$ cat config.mk
export PLATFORM = sky130hd
export DESIGN_NAME = uart_rx_ctrl_flat
export DESIGN_NICKNAME = d
export VERILOG_FILES = /design/src/rtl/uart_rx_ctrl_pkg.sv /design/src/rtl/uart_rx_ctrl_if.sv /design/src/rtl/uart_rx_fifo.sv /design/src/rtl/uart_rx_ctrl.sv /design/src/flat_wrapper.sv
export SDC_FILE = /design/constraint.sdc
export NUM_CORES = 1
export LEC_CHECK = 0
export ABC_AREA = 1
export ABC_CLOCK_PERIOD_IN_PS = 4500
export CAP_MARGIN = 40
export CORE_MARGIN = 2
export CORE_UTILIZATION = 55
export DETAILED_ROUTE_END_ITERATION = 16
export PLACE_DENSITY = 0.75
export SLEW_MARGIN = 15
export SYNTH_ARGS = -nofsm -noshare
export SYNTH_HDL_FRONTEND = slang
export SYNTH_SLANG_ARGS = --single-unit
$ cat constraint.sdc
create_clock -name clk -period 4.5 [get_ports clk]
set_input_delay 0.45 -clock clk [delete_from_list [all_inputs] [get_ports clk]]
set_output_delay 0.45 -clock clk [all_outputs]
set_load 0.1 [all_outputs]
$ cat src/rtl/uart_rx_ctrl_pkg.sv
// Shared definitions for the UART receive-side controller.
// Holds the character and divisor widths, the default FIFO/timeout/divisor
// settings, and the character-timeout FSM state type.
package uart_rx_ctrl_pkg;

    localparam int UART_DATA_SIZE       = 8;
    localparam int UART_BAUD_DIV_SIZE   = 16;
    localparam int UART_RX_FIFO_DEPTH   = 8;
    localparam int UART_BAUD_DIV_RST    = 868;
    localparam int UART_RX_TIMEOUT_BITS = 40;

    typedef enum logic [1:0] {
        TO_IDLE,
        TO_COUNT,
        TO_EXPIRED
    } type_uart_rx_to_states_e;

    // Width of an occupancy count: one bit wider than the pointers so that a
    // full FIFO is distinguishable from an empty one.
    function automatic int level_width(input int depth);
        return $clog2(depth) + 1;
    endfunction

endpackage

$ cat src/rtl/uart_rx_ctrl_if.sv
// Read port of the RX FIFO: valid/ready handshake, head data and occupancy.
// master: the controller (drives rd_valid_o, rd_data_o, level_o).
// slave : the consumer (drives rd_ready_i).
interface uart_rx_ctrl_if
    import uart_rx_ctrl_pkg::*;
#(
    parameter int FIFO_DEPTH = UART_RX_FIFO_DEPTH
) ();

    logic                               rd_valid_o;
    logic                               rd_ready_i;
    logic [UART_DATA_SIZE-1:0]          rd_data_o;
    logic [level_width(FIFO_DEPTH)-1:0] level_o;

    modport master (
        output rd_valid_o,
        output rd_data_o,
        output level_o,
        input  rd_ready_i
    );

    modport slave (
        input  rd_valid_o,
        input  rd_data_o,
        input  level_o,
        output rd_ready_i
    );

endinterface

$ cat src/rtl/uart_rx_fifo.sv
// Synchronous FIFO with a registered head-of-queue output.
// Ports:
//   clk, rst_n        : clock, asynchronous active-low reset
//   push, push_data   : write request and data (dropped when full unless a
//                       pop is accepted in the same cycle)
//   pop               : read request (ignored when empty)
//   push_done/pop_done: the request was accepted this cycle
//   head              : oldest entry, valid one cycle after it is written
//   level, full, empty: occupancy status
// Reusable on the TX side.
module uart_rx_fifo #(
    parameter int DEPTH = 8,
    parameter int WIDTH = 8
) (
    input  logic                      clk,
    input  logic                      rst_n,
    input  logic                      push,
    input  logic [WIDTH-1:0]          push_data,
    input  logic                      pop,
    output logic                      push_done,
    output logic                      pop_done,
    output logic [WIDTH-1:0]          head,
    output logic [$clog2(DEPTH):0]    level,
    output logic                      full,
    output logic                      empty
);

    localparam int AW = $clog2(DEPTH);
    localparam logic [AW:0] LVL_ONE  = (AW+1)'(1);
    localparam logic [AW:0] LVL_FULL = (AW+1)'(DEPTH);

    logic [WIDTH-1:0] mem [DEPTH];
    logic [AW-1:0]    wr_ptr_reg;
    logic [AW-1:0]    rd_ptr_reg;
    logic [AW-1:0]    rd_ptr_next;
    logic [AW:0]      level_reg;
    logic [WIDTH-1:0] head_reg;

    assign empty       = (level_reg == '0);
    assign full        = (level_reg == LVL_FULL);
    assign pop_done    = pop && !empty;
    // A full FIFO still takes a push when the same cycle frees a slot.
    assign push_done   = push && (!full || pop_done);
    assign rd_ptr_next = rd_ptr_reg + 1'b1;

    assign head  = head_reg;
    assign level = level_reg;

    // Storage array, no reset so it maps onto RAM.
    always_ff @(posedge clk) begin
        if (push_done) begin
            mem[wr_ptr_reg] <= push_data;
        end
    end

    always_ff @(posedge clk or negedge rst_n) begin
        if (!rst_n) begin
            wr_ptr_reg <= '0;
            rd_ptr_reg <= '0;
            level_reg  <= '0;
            head_reg   <= '0;
        end else begin
            if (push_done) begin
                wr_ptr_reg <= wr_ptr_reg + 1'b1;
            end
            if (pop_done) begin
                rd_ptr_reg <= rd_ptr_next;
            end

            case ({push_done, pop_done})
                2'b10:   level_reg <= level_reg + 1'b1;
                2'b01:   level_reg <= level_reg - 1'b1;
                default: level_reg <= level_reg;
            endcase

            // Head register: the next entry is either already in the array
            // or is the character being written right now (FIFO about to be
            // empty / already empty). With two or more entries the slot at
            // rd_ptr_next is never the one being written this cycle.
            if (pop_done) begin
                if (level_reg == LVL_ONE) begin
                    if (push_done) begin
                        head_reg <= push_data;
                    end
                end else begin
                    head_reg <= mem[rd_ptr_next];
                end
            end else if (empty && push_done) begin
                head_reg <= push_data;
            end
        end
    end

endmodule

$ cat src/rtl/uart_rx_ctrl.sv
// Receive-side UART controller: owns the receiver's baud divisor and enable,
// buffers received characters in a FIFO with a valid/ready read port, keeps
// sticky overrun/frame-error flags, runs the character-timeout FSM and forms
// the combined interrupt.
// Ports:
//   clk, rst_n                 : clock, asynchronous active-low reset
//   rx_data_i/valid/frame_err  : character and status pulses from uart_rx
//   baud_div_o                 : divisor to uart_rx
//   cfg_*                      : configuration write (all fields load together)
//   clr_err_i                  : clears both sticky error flags
//   overrun_o, frame_err_o     : sticky error flags
//   timeout_o                  : character-timeout flag
//   irq_o                      : combined interrupt
//   rd_if                      : FIFO read port (valid/ready, data, level)
module uart_rx_ctrl
    import uart_rx_ctrl_pkg::*;
#(
    parameter int FIFO_DEPTH   = UART_RX_FIFO_DEPTH,
    parameter int TIMEOUT_BITS = UART_RX_TIMEOUT_BITS,
    parameter int BAUD_DIV_RST = UART_BAUD_DIV_RST
) (
    input  logic                          clk,
    input  logic                          rst_n,
    input  logic [UART_DATA_SIZE-1:0]     rx_data_i,
    input  logic                          rx_valid_i,
    input  logic                          rx_frame_err_i,
    output logic [UART_BAUD_DIV_SIZE-1:0] baud_div_o,
    input  logic                          cfg_we_i,
    input  logic [UART_BAUD_DIV_SIZE-1:0] cfg_baud_div_i,
    input  logic                          cfg_rx_en_i,
    input  logic [$clog2(FIFO_DEPTH):0]   cfg_thresh_i,
    input  logic                          cfg_err_ie_i,
    input  logic                          clr_err_i,
    output logic                          overrun_o,
    output logic                          frame_err_o,
    output logic                          timeout_o,
    output logic                          irq_o,
    uart_rx_ctrl_if.master                rd_if
);

    localparam int LW = $clog2(FIFO_DEPTH) + 1;
    localparam int CW = $clog2(TIMEOUT_BITS + 1);
    localparam logic [LW-1:0]                 LVL_ONE  = LW'(1);
    localparam logic [CW-1:0]                 BITS_END = CW'(TIMEOUT_BITS);
    localparam logic [UART_BAUD_DIV_SIZE-1:0] DIV_ONE  = UART_BAUD_DIV_SIZE'(1);

    // Configuration registers
    logic [UART_BAUD_DIV_SIZE-1:0] baud_div_reg;
    logic                          rx_en_reg;
    logic [LW-1:0]                 thresh_reg;
    logic                          err_ie_reg;

    // FIFO status
    logic                      push_req;
    logic                      push_done;
    logic                      pop_done;
    logic [UART_DATA_SIZE-1:0] fifo_head;
    logic [LW-1:0]             fifo_level;
    logic                      fifo_full;
    logic                      fifo_empty;

    // Flags and timeout FSM
    logic                          overrun_reg;
    logic                          frame_err_reg;
    logic                          overrun_set;
    logic                          frame_err_set;
    type_uart_rx_to_states_e       to_state_reg;
    logic [UART_BAUD_DIV_SIZE-1:0] prescale_reg;
    logic [CW-1:0]                 bit_cnt_reg;
    logic [CW-1:0]                 bit_cnt_inc;
    logic                          timeout_reg;
    logic                          activity;
    logic                          will_empty;

    always_ff @(posedge clk or negedge rst_n) begin
        if (!rst_n) begin
            baud_div_reg <= UART_BAUD_DIV_SIZE'(BAUD_DIV_RST);
            rx_en_reg    <= 1'b1;
            thresh_reg   <= LVL_ONE;
            err_ie_reg   <= 1'b0;
        end else if (cfg_we_i) begin
            baud_div_reg <= cfg_baud_div_i;
            rx_en_reg    <= cfg_rx_en_i;
            thresh_reg   <= cfg_thresh_i;
            err_ie_reg   <= cfg_err_ie_i;
        end
    end

    assign baud_div_o = baud_div_reg;

    // A character flagged with a bad stop bit is never stored.
    assign push_req = rx_valid_i && !rx_frame_err_i && rx_en_reg;

    uart_rx_fifo #(
        .DEPTH (FIFO_DEPTH),
        .WIDTH (UART_DATA_SIZE)
    ) u_fifo (
        .clk       (clk),
        .rst_n     (rst_n),
        .push      (push_req),
        .push_data (rx_data_i),
        .pop       (rd_if.rd_ready_i),
        .push_done (push_done),
        .pop_done  (pop_done),
        .head      (fifo_head),
        .level     (fifo_level),
        .full      (fifo_full),
        .empty     (fifo_empty)
    );

    assign rd_if.rd_valid_o = !fifo_empty;
    assign rd_if.rd_data_o  = fifo_head;
    assign rd_if.level_o    = fifo_level;

    // Sticky error flags; a set in the same cycle as a clear wins.
    assign overrun_set   = push_req && fifo_full && !pop_done;
    assign frame_err_set = rx_frame_err_i && rx_en_reg;

    always_ff @(posedge clk or negedge rst_n) begin
        if (!rst_n) begin
            overrun_reg   <= 1'b0;
            frame_err_reg <= 1'b0;
        end else begin
            overrun_reg   <= overrun_set   | (overrun_reg   & ~clr_err_i);
            frame_err_reg <= frame_err_set | (frame_err_reg & ~clr_err_i);
        end
    end

    assign overrun_o   = overrun_reg;
    assign frame_err_o = frame_err_reg;

    // Character timeout. The count restarts on every accepted push or pop;
    // the last pop out of the FIFO sends the FSM back to idle.
    assign activity    = push_done || pop_done;
    assign will_empty  = pop_done && !push_done && (fifo_level == LVL_ONE);
    assign bit_cnt_inc = bit_cnt_reg + 1'b1;

    always_ff @(posedge clk or negedge rst_n) begin
        if (!rst_n) begin
            to_state_reg <= TO_IDLE;
            prescale_reg <= '0;
            bit_cnt_reg  <= '0;
            timeout_reg  <= 1'b0;
        end else begin
            case (to_state_reg)
                TO_IDLE: begin
                    timeout_reg <= 1'b0;
                    // Start counting as the first character lands, so expiry is
                    // measured from the FIFO becoming non-empty.
                    if ((push_done || !fifo_empty) && !will_empty) begin
                        to_state_reg <= TO_COUNT;
                        prescale_reg <= baud_div_reg;
                        bit_cnt_reg  <= '0;
                    end
                end
                TO_COUNT, TO_EXPIRED: begin
                    if (will_empty || (fifo_empty && !push_done)) begin
                        to_state_reg <= TO_IDLE;
                        timeout_reg  <= 1'b0;
                    end else if (activity) begin
                        to_state_reg <= TO_COUNT;
                        prescale_reg <= baud_div_reg;
                        bit_cnt_reg  <= '0;
                        timeout_reg  <= 1'b0;
                    end else if (to_state_reg == TO_COUNT) begin
                        // Divisor 0 is treated like 1 so the counter cannot stall.
                        if (prescale_reg <= DIV_ONE) begin
                            prescale_reg <= baud_div_reg;
                            bit_cnt_reg  <= bit_cnt_inc;
                            if (bit_cnt_inc == BITS_END) begin
                                to_state_reg <= TO_EXPIRED;
                                timeout_reg  <= 1'b1;
                            end
                        end else begin
                            prescale_reg <= prescale_reg - DIV_ONE;
                        end
                    end
                end
                default: begin
                    to_state_reg <= TO_IDLE;
                    timeout_reg  <= 1'b0;
                end
            endcase
        end
    end

    assign timeout_o = timeout_reg;

    assign irq_o = ((thresh_reg != '0) && (fifo_level >= thresh_reg))
                 | timeout_reg
                 | (err_ie_reg & (overrun_reg | frame_err_reg));

endmodule

$ cat src/flat_wrapper.sv
// flat-port wrapper written by rule: the top's interface ports become plain ports
module uart_rx_ctrl_flat import uart_rx_ctrl_pkg::*;
#(
    parameter int FIFO_DEPTH   = UART_RX_FIFO_DEPTH,
    parameter int TIMEOUT_BITS = UART_RX_TIMEOUT_BITS,
    parameter int BAUD_DIV_RST = UART_BAUD_DIV_RST
)
  (clk, rst_n, rx_data_i, rx_valid_i, rx_frame_err_i, baud_div_o, cfg_we_i, cfg_baud_div_i, cfg_rx_en_i, cfg_thresh_i, cfg_err_ie_i, clr_err_i, overrun_o, frame_err_o, timeout_o, irq_o, rd_if_rd_valid_o, rd_if_rd_data_o, rd_if_level_o, rd_if_rd_ready_i);
  uart_rx_ctrl_if #(.FIFO_DEPTH(FIFO_DEPTH)) rd_if_i ();
  input  logic clk;
  input  logic rst_n;
  input  logic [UART_DATA_SIZE-1:0] rx_data_i;
  input  logic rx_valid_i;
  input  logic rx_frame_err_i;
  output logic [UART_BAUD_DIV_SIZE-1:0] baud_div_o;
  input  logic cfg_we_i;
  input  logic [UART_BAUD_DIV_SIZE-1:0] cfg_baud_div_i;
  input  logic cfg_rx_en_i;
  input  logic [$clog2(FIFO_DEPTH):0] cfg_thresh_i;
  input  logic cfg_err_ie_i;
  input  logic clr_err_i;
  output logic overrun_o;
  output logic frame_err_o;
  output logic timeout_o;
  output logic irq_o;
  output wire logic [$bits(rd_if_i.rd_valid_o)-1:0] rd_if_rd_valid_o;
  output wire logic [$bits(rd_if_i.rd_data_o)-1:0] rd_if_rd_data_o;
  output wire logic [$bits(rd_if_i.level_o)-1:0] rd_if_level_o;
  input wire logic [$bits(rd_if_i.rd_ready_i)-1:0] rd_if_rd_ready_i;
  assign rd_if_rd_valid_o = rd_if_i.rd_valid_o;
  assign rd_if_rd_data_o = rd_if_i.rd_data_o;
  assign rd_if_level_o = rd_if_i.level_o;
  assign rd_if_i.rd_ready_i = rd_if_rd_ready_i;
  uart_rx_ctrl #(.FIFO_DEPTH(FIFO_DEPTH), .TIMEOUT_BITS(TIMEOUT_BITS), .BAUD_DIV_RST(BAUD_DIV_RST)) u_core (.clk(clk), .rst_n(rst_n), .rx_data_i(rx_data_i), .rx_valid_i(rx_valid_i), .rx_frame_err_i(rx_frame_err_i), .baud_div_o(baud_div_o), .cfg_we_i(cfg_we_i), .cfg_baud_div_i(cfg_baud_div_i), .cfg_rx_en_i(cfg_rx_en_i), .cfg_thresh_i(cfg_thresh_i), .cfg_err_ie_i(cfg_err_ie_i), .clr_err_i(clr_err_i), .overrun_o(overrun_o), .frame_err_o(frame_err_o), .timeout_o(timeout_o), .irq_o(irq_o), .rd_if(rd_if_i));
endmodule
* Word level (Yosys, flattened, before mapping)
Memories as Yosys holds them, arrays and structs flattened.
Index checks and enable logic that the tools add are counted.
** Storage, ports and cells
- Bits in registers :: 67
- Memory bits (writable) :: 64
- Input port bits :: 37
- Output and inout bits :: 33
- Word-level logic and storage cells :: 114
- Memories kept :: 1
** Operators by class
- Add/sub/neg operators :: 6
- Order comparisons :: 2
- Equal/unequal tests :: 15
- Multiplexer cells :: 32
- Bitwise gates (word level) :: 9
- Reduce and logical (&&, ||, !) cells :: 35
** Memories
- u_core.u_fifo.mem :: depth 8, width 8, read ports 1, clocked after Yosys merged registers in 0, wr ports 1, RTL line uart_rx_fifo.sv:32 : logic [WIDTH-1:0] mem [DEPTH];
** Operators with widths (number)
- 16-bit 2-to-1 mux :: 5
- 8-bit 2-to-1 mux :: 4
- 16-bit one-hot mux with 2 select lines :: 1
- 6-bit 2-to-1 mux :: 5
- 16-bit by 1-bit less-or-equal comparator with 1-bit output, second input constant :: 1
- 16-bit by 1-bit subtractor with 16-bit output, second input constant :: 1
- 1-bit logical AND :: 13
- 2-bit 2-to-1 mux :: 6
- 4-bit by 1-bit != test with 1-bit output, second input constant :: 3
- 6-bit one-hot mux with 2 select lines :: 1
- 1-bit 2-to-1 mux :: 8
- 4-bit one-hot mux with 2 select lines :: 1
- 4-bit AND reduction :: 2
- 3-bit by 1-bit adder with 3-bit output, second input constant :: 2
- 6-bit by 1-bit adder with 6-bit output, second input constant :: 1
- 6-bit == test, second input constant :: 1
- 1-bit zero test :: 6
- 3-bit by 1-bit != test with 1-bit output, second input constant :: 2
- 2-bit nonzero test :: 3
- 1-bit OR :: 5
- 5-bit AND reduction :: 1
- 4-bit by 1-bit adder with 4-bit output, second input constant :: 1
- 2-bit by 1-bit == test with 1-bit output, second input constant :: 2
- 2-bit == test, second input constant :: 2
- other kinds (17) :: 22

* Longest topological paths before layout
Gate-level depths: netlist of the first run.
- Depth after elaboration :: 12
- Mapped depth :: 16
- Gate-level depth less buffers :: 15

* By module
A second synthesis of the first run with hierarchy kept.
** Second synthesis, totals
- Cells, all modules :: 789
- Area total of the unflattened synthesis :: 6902.9 um^2
** By module, submodules not included
- uart_rx_fifo :: instances 1, cells an instance 396, area an instance 3946.3 um^2, seq. area each 2372.3 um^2
- uart_rx_ctrl :: instances 1, cells an instance 393, area an instance 2956.6 um^2, seq. area each 1234.9 um^2

* Worst setup path after synthesis of the first run
No wires, ideal clock.
- Kind :: register -> register
- Start :: register u_core.u_fifo.level_reg[0], in the netlist u_core.u_fifo.level[0]
- End :: register u_core.prescale_reg[11]
- Library setup time :: 126 ps
- Arrival :: 3094 ps
- Data required time :: 4374 ps
- Slack :: 1280 ps
- Stages on the path, launching flop included :: 15
- Buffers on the path :: 1
- Period minus slack after synthesis :: 3220 ps
- Path through :: dfrtp_1 > inv_1 > ha_1 > nand3_4 > nand2_2 > inv_1 > ha_1 > nand4_1 > nand2_4 > o21ai_4 > nand2_4 > inv_2 > buf_6 > o211ai_1 > nand2_1
** Between the ends
- Cells in the longest elaborated chain, start to end :: 12
- Elaborated cells on any way between the ends :: 24
- Those cells by class :: 5 x eq/ne; 3 x mux; 16 x reduce/logical
** Ends and longest elaborated chain
- from (decl) :: RTL line uart_rx_fifo.sv:36 : logic [AW:0] level_reg;
- from (signal assigned) :: RTL line uart_rx_fifo.sv:71 : 2'b10: level_reg <= level_reg + 1'b1;
- from (signal assigned) :: RTL line uart_rx_fifo.sv:72 : 2'b01: level_reg <= level_reg - 1'b1;
- from (signal assigned) :: RTL line uart_rx_fifo.sv:73 : default: level_reg <= level_reg;
- 4-bit zero test * :: RTL line uart_rx_fifo.sv:39 : assign empty = (level_reg == '0);
- 1-bit zero test *
- net rd_if_rd_valid_o :: RTL line flat_wrapper.sv:26 : output wire logic [$bits(rd_if_i.rd_valid_o)-1:0] rd_if_rd_valid_o;
- 1-bit logical AND :: RTL line uart_rx_fifo.sv:41 : assign pop_done = pop && !empty;
- 1-bit logical OR :: RTL line uart_rx_fifo.sv:43 : assign push_done = push && (!full || pop_done);
- 1-bit logical AND :: RTL line uart_rx_fifo.sv:43
- 1-bit zero test :: RTL line uart_rx_ctrl.sv:135, uart_rx_ctrl.sv:157
- 1-bit logical AND (2 in series) :: RTL line uart_rx_ctrl.sv:135 : assign will_empty = pop_done && !push_done && (fifo_level == LVL_ONE);
- 1-bit zero test :: RTL line uart_rx_ctrl.sv:150 : if ((push_done || !fifo_empty) && !will_empty) begin
- 1-bit logical AND :: RTL line uart_rx_ctrl.sv:150
- 2-bit by 1-bit != test with 1-bit output (no source line)
- 4-bit AND reduction (no source line)
- to (signal assigned) :: RTL line uart_rx_ctrl.sv:152 : prescale_reg <= baud_div_reg;
- to (signal assigned) :: RTL line uart_rx_ctrl.sv:162 : prescale_reg <= baud_div_reg;
- to (signal assigned) :: RTL line uart_rx_ctrl.sv:168 : prescale_reg <= baud_div_reg;
- to (decl) :: RTL line uart_rx_ctrl.sv:68 : logic [UART_BAUD_DIV_SIZE-1:0] prescale_reg;
The timed path passes the listed nets; every way through them passes the cells marked *. The select of a mux whose other input is x is not followed.
A chain may end at the register's enable or synchronous reset.

* Worst setup path after layout of the first run
- Start :: register u_core.u_fifo.level_reg[0], in the netlist u_core.u_fifo.level[0]
- End :: register u_core.bit_cnt_reg[3]
** Between the ends
- Cells in the longest elaborated chain, start to end :: 12
- Elaborated cells on any way between the ends :: 25
- Those cells by class :: 6 x eq/ne; 3 x mux; 16 x reduce/logical
** Ends and longest elaborated chain
- 4-bit zero test :: RTL line uart_rx_fifo.sv:39
- 1-bit zero test :: RTL line uart_rx_fifo.sv:41, uart_rx_ctrl.sv:150
- 1-bit logical AND :: RTL line uart_rx_fifo.sv:41
- 1-bit logical OR :: RTL line uart_rx_fifo.sv:43
- 1-bit logical AND :: RTL line uart_rx_fifo.sv:43
- 1-bit zero test :: RTL line uart_rx_ctrl.sv:135, uart_rx_ctrl.sv:157
- 1-bit logical AND (2 in series) :: RTL line uart_rx_ctrl.sv:135
- 1-bit zero test :: RTL line uart_rx_ctrl.sv:150
- 1-bit logical AND :: RTL line uart_rx_ctrl.sv:150
- 2-bit by 1-bit != test with 1-bit output (no source line)
- 5-bit AND reduction (no source line)
- to (signal assigned) :: RTL line uart_rx_ctrl.sv:169 : bit_cnt_reg <= bit_cnt_inc;
- to (decl) :: RTL line uart_rx_ctrl.sv:69 : logic [CW-1:0] bit_cnt_reg;
Several ways; a longest one is shown, not always the timed one. The select of a mux whose other input is x is not followed.

==> impl_metrics.yaml, run 1 <==
synth:
  ys_top_cells_by_area: "edfxtp_1 30%, dfrtp_1 24%, nand2_1 6.7%"
  syn-cell-area_um2: 6310
  ys_warn_count: 0
  synth_top_area_share_pct: 30.5
  synth_area_per_cell_um2: 9.61
  synth_seq_cells: 131
  syn-num-nets: 710
  syn_inst: 656
  ys_types: 39
  ys_seq_area_share_pct: 57.2
  synth_top_area_cell: "edfxtp_1"
cts:
  cts_tree: "done"
  clock_latency_ns: 0.42
  cts_buffers: 17
  cts_hold_buffers: 0
  clkTransAtPathRegs_ns: 0.06
  clkSinkCount: 131
  cts_max_path_buffers: 2
  root_buffer: "clkbuf_16"
  post_cts_resize_count: 0
  cts_setup_buffers: 0
  ctsHtreeMaxLevel: 4
status:
  status: "completed"
grt:
  grt_max_degree: 41
  grtUsageMet1_pct: 34.7
  antenna_found_initial: 0
  grt.busiest_layer: "met2"
  grt_pass1_vias: 5025
  met3_usage_pct: 6.40
  grt-ovfl-total: 0
  grt_use_met2_pct: 39.6
  grt_pass1_wl_mm: 24.6
  grtUsageTotal_pct: 25.3
hold_path:
  hp-class: "input port to async pin"
die:
  rows: 39
  dieArea_um2: 12300
  start_util_pct: 55.7
  die_h_um: 111
  die_w_um: 111
  core_area_um2: 11300
  io_pins: 70
timing:
  post-route-period-util_pct: 67.3
  rsz0062_at_grt: "false"
  setup_tns_ns: 0
  hold_violations: 0
  fin_ws_ns: 1.47
  fin_worst_skew_ns: 0.0117
  maxSlewHeadroom_pct: 53.0
  tightestPinTransition_ns: 0.705
  drv_slew: 0
  fmax_mhz: 330
  finalCriticalPeriod_ns: 3.03
  setup_violations: 0
worst_setup_path:
  crit_fanout: 21
  cp_data_required_time_ns: 4.81
  reg2reg_depth: 15
  cp-startpoint: "u_core.u_fifo.level[0]"
  start_kind: "flop"
  r2r_setup_slack_ns: 1.47
  worstPathArrival_ns: 3.33
  crit_path_end: "u_core.bit_cnt_reg[3]"
  reg2reg_to: "u_core.bit_cnt_reg[3]"
  endpoint_kind: "flop"
  r2r_start: "u_core.u_fifo.level[0]"
  critPathKind: "flop to flop"
detailed_routing:
  dr.pass1.iters: 5
  drt_iter0_drc: 511
  vias: 5152
  drc_errors: 0
  wl_mm: 15.1
  via_per_inst: 5.56
  wl_per_cell_um: 16.3
  ant_nets: 0
cells_and_area:
  layout.cells.most_common_list: "112 x nand2_1, 101 x nor2_1, 84 x o21ai_0, 68 x clkdlybuf4s50_1, 64 x edfxtp_1"
  fin_util_pct: 73.5
  syn2layout_area_growth_pct: 31.9
  diodes: 0
  fin_nets: 824
  largest_reg_flops: 64
  final_common_cell: "nand2_1"
  drive_above_1_share_pct: 15.3
  finalNonFillerCells: 926
placement:
  gp_congestion: 0.873
  pre_cts_slack_ns: 1.34
  portBuffers: 69
  placedCellCount: 892
  place_hpwl_mm: 10.5
pwr:
  p_leak_nw: 3.48
  pwr_density_cell_nw_per_um2: 713
  ir_worst_vdd_uv: 622
run:
  cap_violations: 0
## cell usage after synthesis (all sizes together)
master,n
nor3b,1
o211ai,18
edfxtp,64
xnor2,3
clkbuf,11
o22ai,1
nand3b,2
dfstp,7
clkinv,2
buf,9
nand2,119
xor2,7
a21boi,2
o21ai,94
nor2,107
a21oi,27
nand4,7
or2,2
dfrtp,60
inv,56
mux2,10
nand3,25
o32ai,1
ha,17
nor3,4
## critical path: stages, from the launching register on
cell,delay [ns]
dfrtp_1,0.43
inv_1,0.11
ha_1,0.27
nand2_1,0.09
inv_1,0.05
nand2_2,0.08
nand2_4,0.08
ha_1,0.27
nand2_1,0.14
clkinv_1,0.25
nand2_2,0.40
inv_2,0.22
nor2_4,0.27
inv_2,0.11
nand2_1,0.09
o21ai_2,0.05
## layer usage
| layer | vias to the layer above | wire (um) |
|---|---|---|
| met5 | - | 0 |
| li1 | 2445 | - |
| met2 | 222 | 7130 |
| met1 | 2456 | 6610 |
| met3 | 29 | 1090 |
| met4 | 0 | 292 |
## logic make-up (layout without fill, tap and decap cells)
group | Yosys count | in the layout | synth area share [%]
DFF | 131 | 131 | 57.2
adders and majority gates | 17 | 17 | 3.37
and+or+nand+nor | 267 | 267 | 18.2
AOI/OAI and AO/OA | 143 | 143 | 12.7
muxes | 10 | 10 | 1.79
xor gates and xnor gates | 10 | 10 | 1.39
buffers and inverters | 78 | 205 | 5.38
## layout make-up
| cell class | count | area [um2] |
|---|---|---|
| Tap cell | 143 | 179 |
| Clock buffer | 18 | 429 |
| Clock inverter | 14 | 180 |
| Fill cell | 764 | 3000 |
| Multi-Input combinational cell | 447 | 2360 |
| Timing Repair Buffer | 115 | 1340 |
| Inverter | 58 | 223 |
| Sequential cell | 131 | 3610 |
## per-stage QoR
| step | power (mW) | hold WS [ns] | cell area [um2] |
|---|---|---|---|
| 4_1_cts | 5.92 | 0.0927 | 8300 |
| 5_1_grt | 6.26 | 0.132 | 8320 |
| 3_3_place_gp | 4.07 | 0.477 | 7070 |
| 6_report | 5.93 | 0.0809 | 8320 |
| 3_5_place_dp | 4.50 | 0.489 | 7690 |
| 2_1_floorplan | 3.60 | 0.154 | 6310 |
## report_power, final
group / leakage [nW] / internal (mW) / switching (mW)
clock network: 0.291 / 0.877 / 0.536
logic: 1.81 / 0.982 / 1.85
registers: 1.38 / 1.48 / 0.204
total: 3.48 / 3.34 / 2.59
## how the worst min path moves through the flow
stage                                           start                           to  slack, ns
final                                           rst_n        u_core.bit_cnt_reg[3]       0.08
after detailed placement            u_core.err_ie_reg            u_core.err_ie_reg       0.49
after global placement    u_core.u_fifo.rd_ptr_reg[1]  u_core.u_fifo.rd_ptr_reg[1]       0.48
after CTS                                       rst_n  u_core.u_fifo.wr_ptr_reg[0]       0.09
after floorplan                                 rst_n         u_core.baud_div_o[0]       0.15
after global routing                            rst_n        u_core.bit_cnt_reg[2]       0.13
Power figures use the tool's default switching activity.
==> inputs of run 2 (changes only) <==
--- a/config.mk
+++ b/config.mk
@@ -6,12 +6,12 @@
 export NUM_CORES = 1
 export LEC_CHECK = 0
 export ABC_AREA = 1
-export ABC_CLOCK_PERIOD_IN_PS = 4500
+export ABC_CLOCK_PERIOD_IN_PS = 2640
 export CAP_MARGIN = 40
 export CORE_MARGIN = 2
-export CORE_UTILIZATION = 55
+export CORE_UTILIZATION = 51
 export DETAILED_ROUTE_END_ITERATION = 16
-export PLACE_DENSITY = 0.75
+export PLACE_DENSITY = 0.73
 export SLEW_MARGIN = 15
 export SYNTH_ARGS = -nofsm -noshare
 export SYNTH_HDL_FRONTEND = slang
==> constraint.sdc (replaced) <==
create_clock -name clk -period 2.64 [get_ports clk]
set_input_delay 0.264 -clock clk [delete_from_list [all_inputs] [get_ports clk]]
set_output_delay 0.264 -clock clk [all_outputs]
set_load 0.1 [all_outputs]
==> run 2 against run 1 <==
  * Register-to-register slack got worse by 1.3 ns
  * Count of clock-buffer cells in the layout rose by 1
  * Design area down 6.8%
  * Routed wire length decreased by 5.6%
  * Worst hold slack improved by 0.11 ns
  * Fmax is 22% higher
  * First-iteration DRC count down 30%
  * Setup slack lost 1.3 ns
  * Combinational power rose by 51%
  * Clock power up 59%
  * Clock skew is 0.0041 ns lower
  * Flip-flop and latch count unchanged
==> impl_metrics.yaml, run 2 (synthesized netlist as in run 1, its figures left out) <==
die:
  die_h_um: 115
  dieArea_um2: 13300
  start_util_pct: 52.3
  io_pins: 70
  die_w_um: 115
  rows: 40
  core_area_um2: 12100
worst_setup_path:
  r2r_setup_slack_ns: 0.15
  worstPathArrival_ns: 2.79
  cp_common_cell: "nand2_4"
  cp_cell_sequence: "inv_2, ha_4, nand2_1, inv_1, nand2_2, nand2_4, ha_2, nand4_1, nand2_4, o21ai_4, nand2_4, inv_2, o211ai_1, nand2_1"
  critPathSlowestCell: "dfrtp_4"
  crit_buf_inv: 3
  reg2reg_to: "u_core.prescale_reg[11]"
  critPathKind: "flop to flop"
  reg2reg_depth: 14
  r2r_start: "u_core.u_fifo.level[1]"
  crit_fanout: 21
  endpoint_kind: "flop"
  start_kind: "flop"
  critPathTopFamily: "simple AND/OR/NAND/NOR gates"
  max_stage_delay_ns: 0.51
  cp_data_required_time_ns: 2.93
pwr:
  ir_worst_vdd_uv: 845
  p_leak_nw: 3.24
  totalPowerFinal_mw: 9.42
  pwr_density_cell_nw_per_um2: 1210
cells_and_area:
  diodes: 0
  final_common_cell: "nand2_1"
  layout.cells.most_common_list: "112 x nand2_1, 101 x nor2_1, 84 x o21ai_0, 64 x edfxtp_1, 56 x dfrtp_1"
  fin_nets: 796
  fin_util_pct: 64.3
  drive_above_1_share_pct: 17.1
  syn2layout_area_growth_pct: 23.0
  largest_reg_flops: 64
  fillers: 964
cts:
  ctsHtreeMaxLevel: 4
  clock_latency_ns: 0.42
  post_cts_resize_count: 0
  clkSinkCount: 131
  cts_tree: "done"
  cts_buffers: 17
  root_buffer: "clkbuf_16"
  cts_max_path_buffers: 2
  clkTransAtPathRegs_ns: 0.05
timing:
  post-route-period-util_pct: 94.4
  hold_violations: 0
  tightestPinTransition_ns: 0.560
  setup_violations: 0
  fmax_mhz: 401
  drv_slew: 0
  finalCriticalPeriod_ns: 2.49
  rsz0062_at_grt: "false"
  setup_tns_ns: 0
  maxSlewHeadroom_pct: 62.6
  fin_worst_skew_ns: 0.00753
detailed_routing:
  vias: 4926
  dr.pass1.iters: 4
  wl_mm: 14.3
  drc_errors: 0
  drt_iter0_drc: 356
  via_per_inst: 5.34
  wl_per_cell_um: 15.5
  ant_nets: 0
placement:
  portBuffers: 69
  gp_congestion: 0.862
  place_hpwl_mm: 9.50
grt:
  grt_pass1_vias: 4753
  grt_max_degree: 37
  grt-ovfl-total: 0
  grtUsageTotal_pct: 22.7
  grt_pass1_wl_mm: 23.2
  antenna_found_initial: 0
status:
  status: "completed"
hold_path:
  hp-class: "input port to async pin"
run:
  cap_violations: 0
run 2: what timing repair did:
action	4_1_cts	5_1_grt
hold endpoints to repair	29	0
endpoints found under the setup margin	0	11
hold buffers	1	0
setup buffers	0	1
run 2: area by class of cell:
cell class / instances / area, um2 / share of cell area, %
Clock buffer: 19 / 433 / 5.58
Clock inverter: 13 / 135 / 1.74
Inverter: 58 / 225 / 2.90
Multi-Input combinational cell: 447 / 2380 / 30.7
Sequential cell: 131 / 3620 / 46.7
Tap cell: 168 / 210 / 2.71
Timing Repair Buffer: 87 / 753 / 9.71
run 2: metal layers:
| layer | global-route usage, % | share of wire (%) | up-vias |
|---|---|---|---|
| met1 | 31.7 | 46 | 2346 |
| li1 | - | - | 2397 |
| met5 | 0 | 0 | - |
| met2 | 34.3 | 47 | 160 |
| met4 | 10.1 | 1.6 | 0 |
| met3 | 5.11 | 5.2 | 23 |
run 2: worst register-to-register path: cells and delay by family (launching register included):
family,cells,cell delay (ns)
AND/OR/NAND/NOR,7,0.88
flip-flops,1,0.51
buffers and inverters,3,0.36
adder cells (fa/ha/maj),2,0.40
AO/OA/AOI/OAI,2,0.20
run 2: per-stage QoR:
stage	std cells	instance area (um2)	hold WS (ns)	setup slack [ns]
finish	923	7750	0.191	0.149
global route	923	7750	0.195	0.00500
CTS	922	7750	0.178	0.107
detailed placement	889	7170	0.0920	0.0481
global placement	889	7170	0.0916	0.134
floorplan	656	6340	-0.0316	0.0435
run 2: worst max-delay path by stage:
stage | start | endpoint | slack, ns | cells past startpoint
after floorplan | u_core.u_fifo.level[1] | u_core.prescale_reg[6] | 0.04 | 14
after global placement | rd_if_rd_ready_i | u_core.prescale_reg[11] | 0.13 | 12
after CTS | u_core.u_fifo.level[1] | u_core.prescale_reg[11] | 0.11 | 14
final | u_core.u_fifo.level[1] | u_core.prescale_reg[11] | 0.15 | 14
after detailed placement | rd_if_rd_ready_i | u_core.prescale_reg[11] | 0.05 | 12
after global routing | u_core.u_fifo.level[1] | u_core.prescale_reg[11] | 0.005 | 14
run 2: power by group:
part	internal [mW]	leakage [nW]	switching, mW	total, mW
logic	1.24	1.60	3.02	4.26
clock network	1.38	0.268	0.859	2.24
registers	2.54	1.37	0.370	2.92
==> inputs of run 3 (changes only) <==
--- a/config.mk
+++ b/config.mk
@@ -6,13 +6,13 @@
 export NUM_CORES = 1
 export LEC_CHECK = 0
 export ABC_AREA = 1
-export ABC_CLOCK_PERIOD_IN_PS = 2640
+export ABC_CLOCK_PERIOD_IN_PS = 3100
 export CAP_MARGIN = 40
 export CORE_MARGIN = 2
-export CORE_UTILIZATION = 51
+export CORE_UTILIZATION = 55
 export DETAILED_ROUTE_END_ITERATION = 16
-export PLACE_DENSITY = 0.73
-export SLEW_MARGIN = 15
+export PLACE_DENSITY = 0.75
+export SLEW_MARGIN = 5
 export SYNTH_ARGS = -nofsm -noshare
 export SYNTH_HDL_FRONTEND = slang
 export SYNTH_SLANG_ARGS = --single-unit
==> constraint.sdc (replaced) <==
create_clock -name clk -period 3.1 [get_ports clk]
set_input_delay 0.31 -clock clk [delete_from_list [all_inputs] [get_ports clk]]
set_output_delay 0.31 -clock clk [all_outputs]
set_load 0.1 [all_outputs]
==> run 3 against run 2 <==
  * The run now ends with negative hold slack left
  * Via count is 0.89% higher
  * Flip-flop and latch count stayed put
  * Critical path depth stayed put
  * Design area is 3.4% higher
  * Sequential share of layout area is 1.6 points lower
  * Largest power group unchanged
  * Highest routed layer unchanged
==> impl_metrics.yaml, run 3 (synthesized netlist as in run 1, its figures left out) <==
cts:
  cts_tree: "done"
  cts_hold_buffers: 0
  clkTransAtPathRegs_ns: 0.06
  ctsHtreeMaxLevel: 4
  cts_setup_buffers: 0
  post_cts_resize_count: 0
  clock_latency_ns: 0.42
  cts_max_path_buffers: 2
  cts_buffers: 17
  root_buffer: "clkbuf_16"
  clkSinkCount: 131
worst_setup_path:
  r2r_setup_slack_ns: 0.43
  max_stage_delay_ns: 0.45
  critPathKind: "flop to flop"
  crit_fanout: 21
  crit_buf_inv: 3
  reg2reg_depth: 14
  start_kind: "flop"
  worstPathArrival_ns: 2.98
  cp_cell_sequence: "inv_1, ha_1, nand2_1, inv_1, nand2_2, nand2_4, ha_1, nand4_1, nand2_4, o21ai_4, nand2_4, inv_2, o211ai_1, nand2_1"
  critPathSlowestCell: "dfrtp_2"
  reg2reg_to: "u_core.prescale_reg[11]"
  critPathTopFamily: "simple AND/OR/NAND/NOR gates"
  cp_common_cell: "nand2_4"
  endpoint_kind: "flop"
  cp_data_required_time_ns: 3.41
  r2r_start: "u_core.u_fifo.level[1]"
status:
  violations: "negative hold slack"
  status: "complete, but fails checks"
cells_and_area:
  layout.cells.most_common_list: "112 x nand2_1, 101 x nor2_1, 84 x o21ai_0, 64 x edfxtp_1, 58 x dfrtp_1"
  diodes: 0
  regArea_um2: 3610
  multiInputGateArea_um2: 2360
  fin_nets: 816
  syn2layout_area_growth_pct: 27.2
  largest_reg_flops: 64
  final_common_cell: "nand2_1"
  fillers: 855
  drive_above_1_share_pct: 16.5
timing:
  setup_violations: 0
  setup_tns_ns: 0
  fin_worst_skew_ns: 0.00585
  hold_violations: 4
  drv_slew: 0
  maxSlewHeadroom_pct: 43.4
  tightestPinTransition_ns: 0.848
  rsz0062_at_grt: "false"
  post-route-period-util_pct: 86.1
  fmax_mhz: 375
  finalCriticalPeriod_ns: 2.67
  fin_hold_ws_ns: -0.00181
run:
  cap_violations: 0
detailed_routing:
  dr.pass1.iters: 5
  drc_errors: 0
  drt_iter0_drc: 373
  vias: 4970
  via_per_inst: 5.41
  wl_mm: 14.4
  ant_nets: 0
  wl_per_cell_um: 15.7
grt:
  grt-ovfl-total: 0
  grt_max_degree: 38
  grt_pass1_vias: 4943
  grt_pass1_wl_mm: 24.3
  antenna_found_initial: 0
  grtUsageTotal_pct: 25.0
pwr:
  ir_worst_vdd_uv: 1240
  p_leak_nw: 3.36
  pwr_density_cell_nw_per_um2: 1010
placement:
  portBuffers: 69
  place_hpwl_mm: 10.1
  gp_congestion: 0.866
die:
  die_w_um: 111
  dieArea_um2: 12300
  io_pins: 70
  die_h_um: 111
  core_area_um2: 11300
  rows: 39
  start_util_pct: 55.7
hold_path:
  hp-class: "input port to async pin"
run 3: area by class of cell:
cell class | count | share of cell area (%)
clock buffer | 17 | 5.30
sequential | 131 | 45.0
multi-input combinational | 447 | 29.4
clock inverter | 15 | 1.59
tap | 143 | 2.23
inverter | 58 | 2.78
timing repair buffer | 107 | 13.7
run 3: worst reg2reg max path: stages, from the launching register on:
cell	delay (ns)
dfrtp_2	0.45
inv_1	0.13
ha_1	0.25
nand2_1	0.08
inv_1	0.08
nand2_2	0.07
nand2_4	0.10
ha_1	0.27
nand4_1	0.27
nand2_4	0.19
o21ai_4	0.08
nand2_4	0.21
inv_2	0.18
o211ai_1	0.13
nand2_1	0.07
run 3: how the worst max path moves through the flow:
| stage | startpoint | endpoint | slack, ns | depth (start not counted) |
|---|---|---|---|---|
| global route | u_core.u_fifo.level[1] | u_core.prescale_reg[11] | 0.17 | 14 |
| global placement | rd_if_rd_ready_i | u_core.bit_cnt_reg[3] | 0.53 | 13 |
| detailed placement | rd_if_rd_ready_i | u_core.prescale_reg[12] | 0.41 | 11 |
| floorplan | u_core.u_fifo.level[3] | u_core.prescale_reg[11] | 0.12 | 13 |
| CTS | u_core.u_fifo.level[0] | u_core.prescale_reg[14] | 0.43 | 14 |
| finish | u_core.u_fifo.level[1] | u_core.prescale_reg[11] | 0.43 | 14 |
run 3: power by group:
group          total, mW  internal, mW  switching [mW]
Sequential          2.46          2.16           0.302
Clock               1.86          1.04           0.816
Combinational       3.81          1.21            2.59
Total               8.12          4.41            3.71
run 3: metal layers:
metal	share of wire (%)	track usage (%)	vias up	wire length, um
li1	-	-	2438	-
met1	46	34.5	2358	6580
met2	47	39.0	153	6820
met3	5.2	5.85	21	749
met4	2.0	9.63	0	294
met5	0	0	-	0
run 3: through the flow:
stage | setup slack [ns] | cells | area, um2 | utilization, % | power [mW]
floorplan | 0.125 | 656 | 6310 | - | 5.22
global placement | 0.529 | 865 | 7150 | 63.2 | 5.94
detailed placement | 0.411 | 886 | 7470 | 66.0 | 6.27
CTS | 0.427 | 918 | 8020 | 70.8 | 8.14
global route | 0.172 | 918 | 8020 | 70.8 | 8.64
finish | 0.430 | 918 | 8020 | 70.8 | 8.12
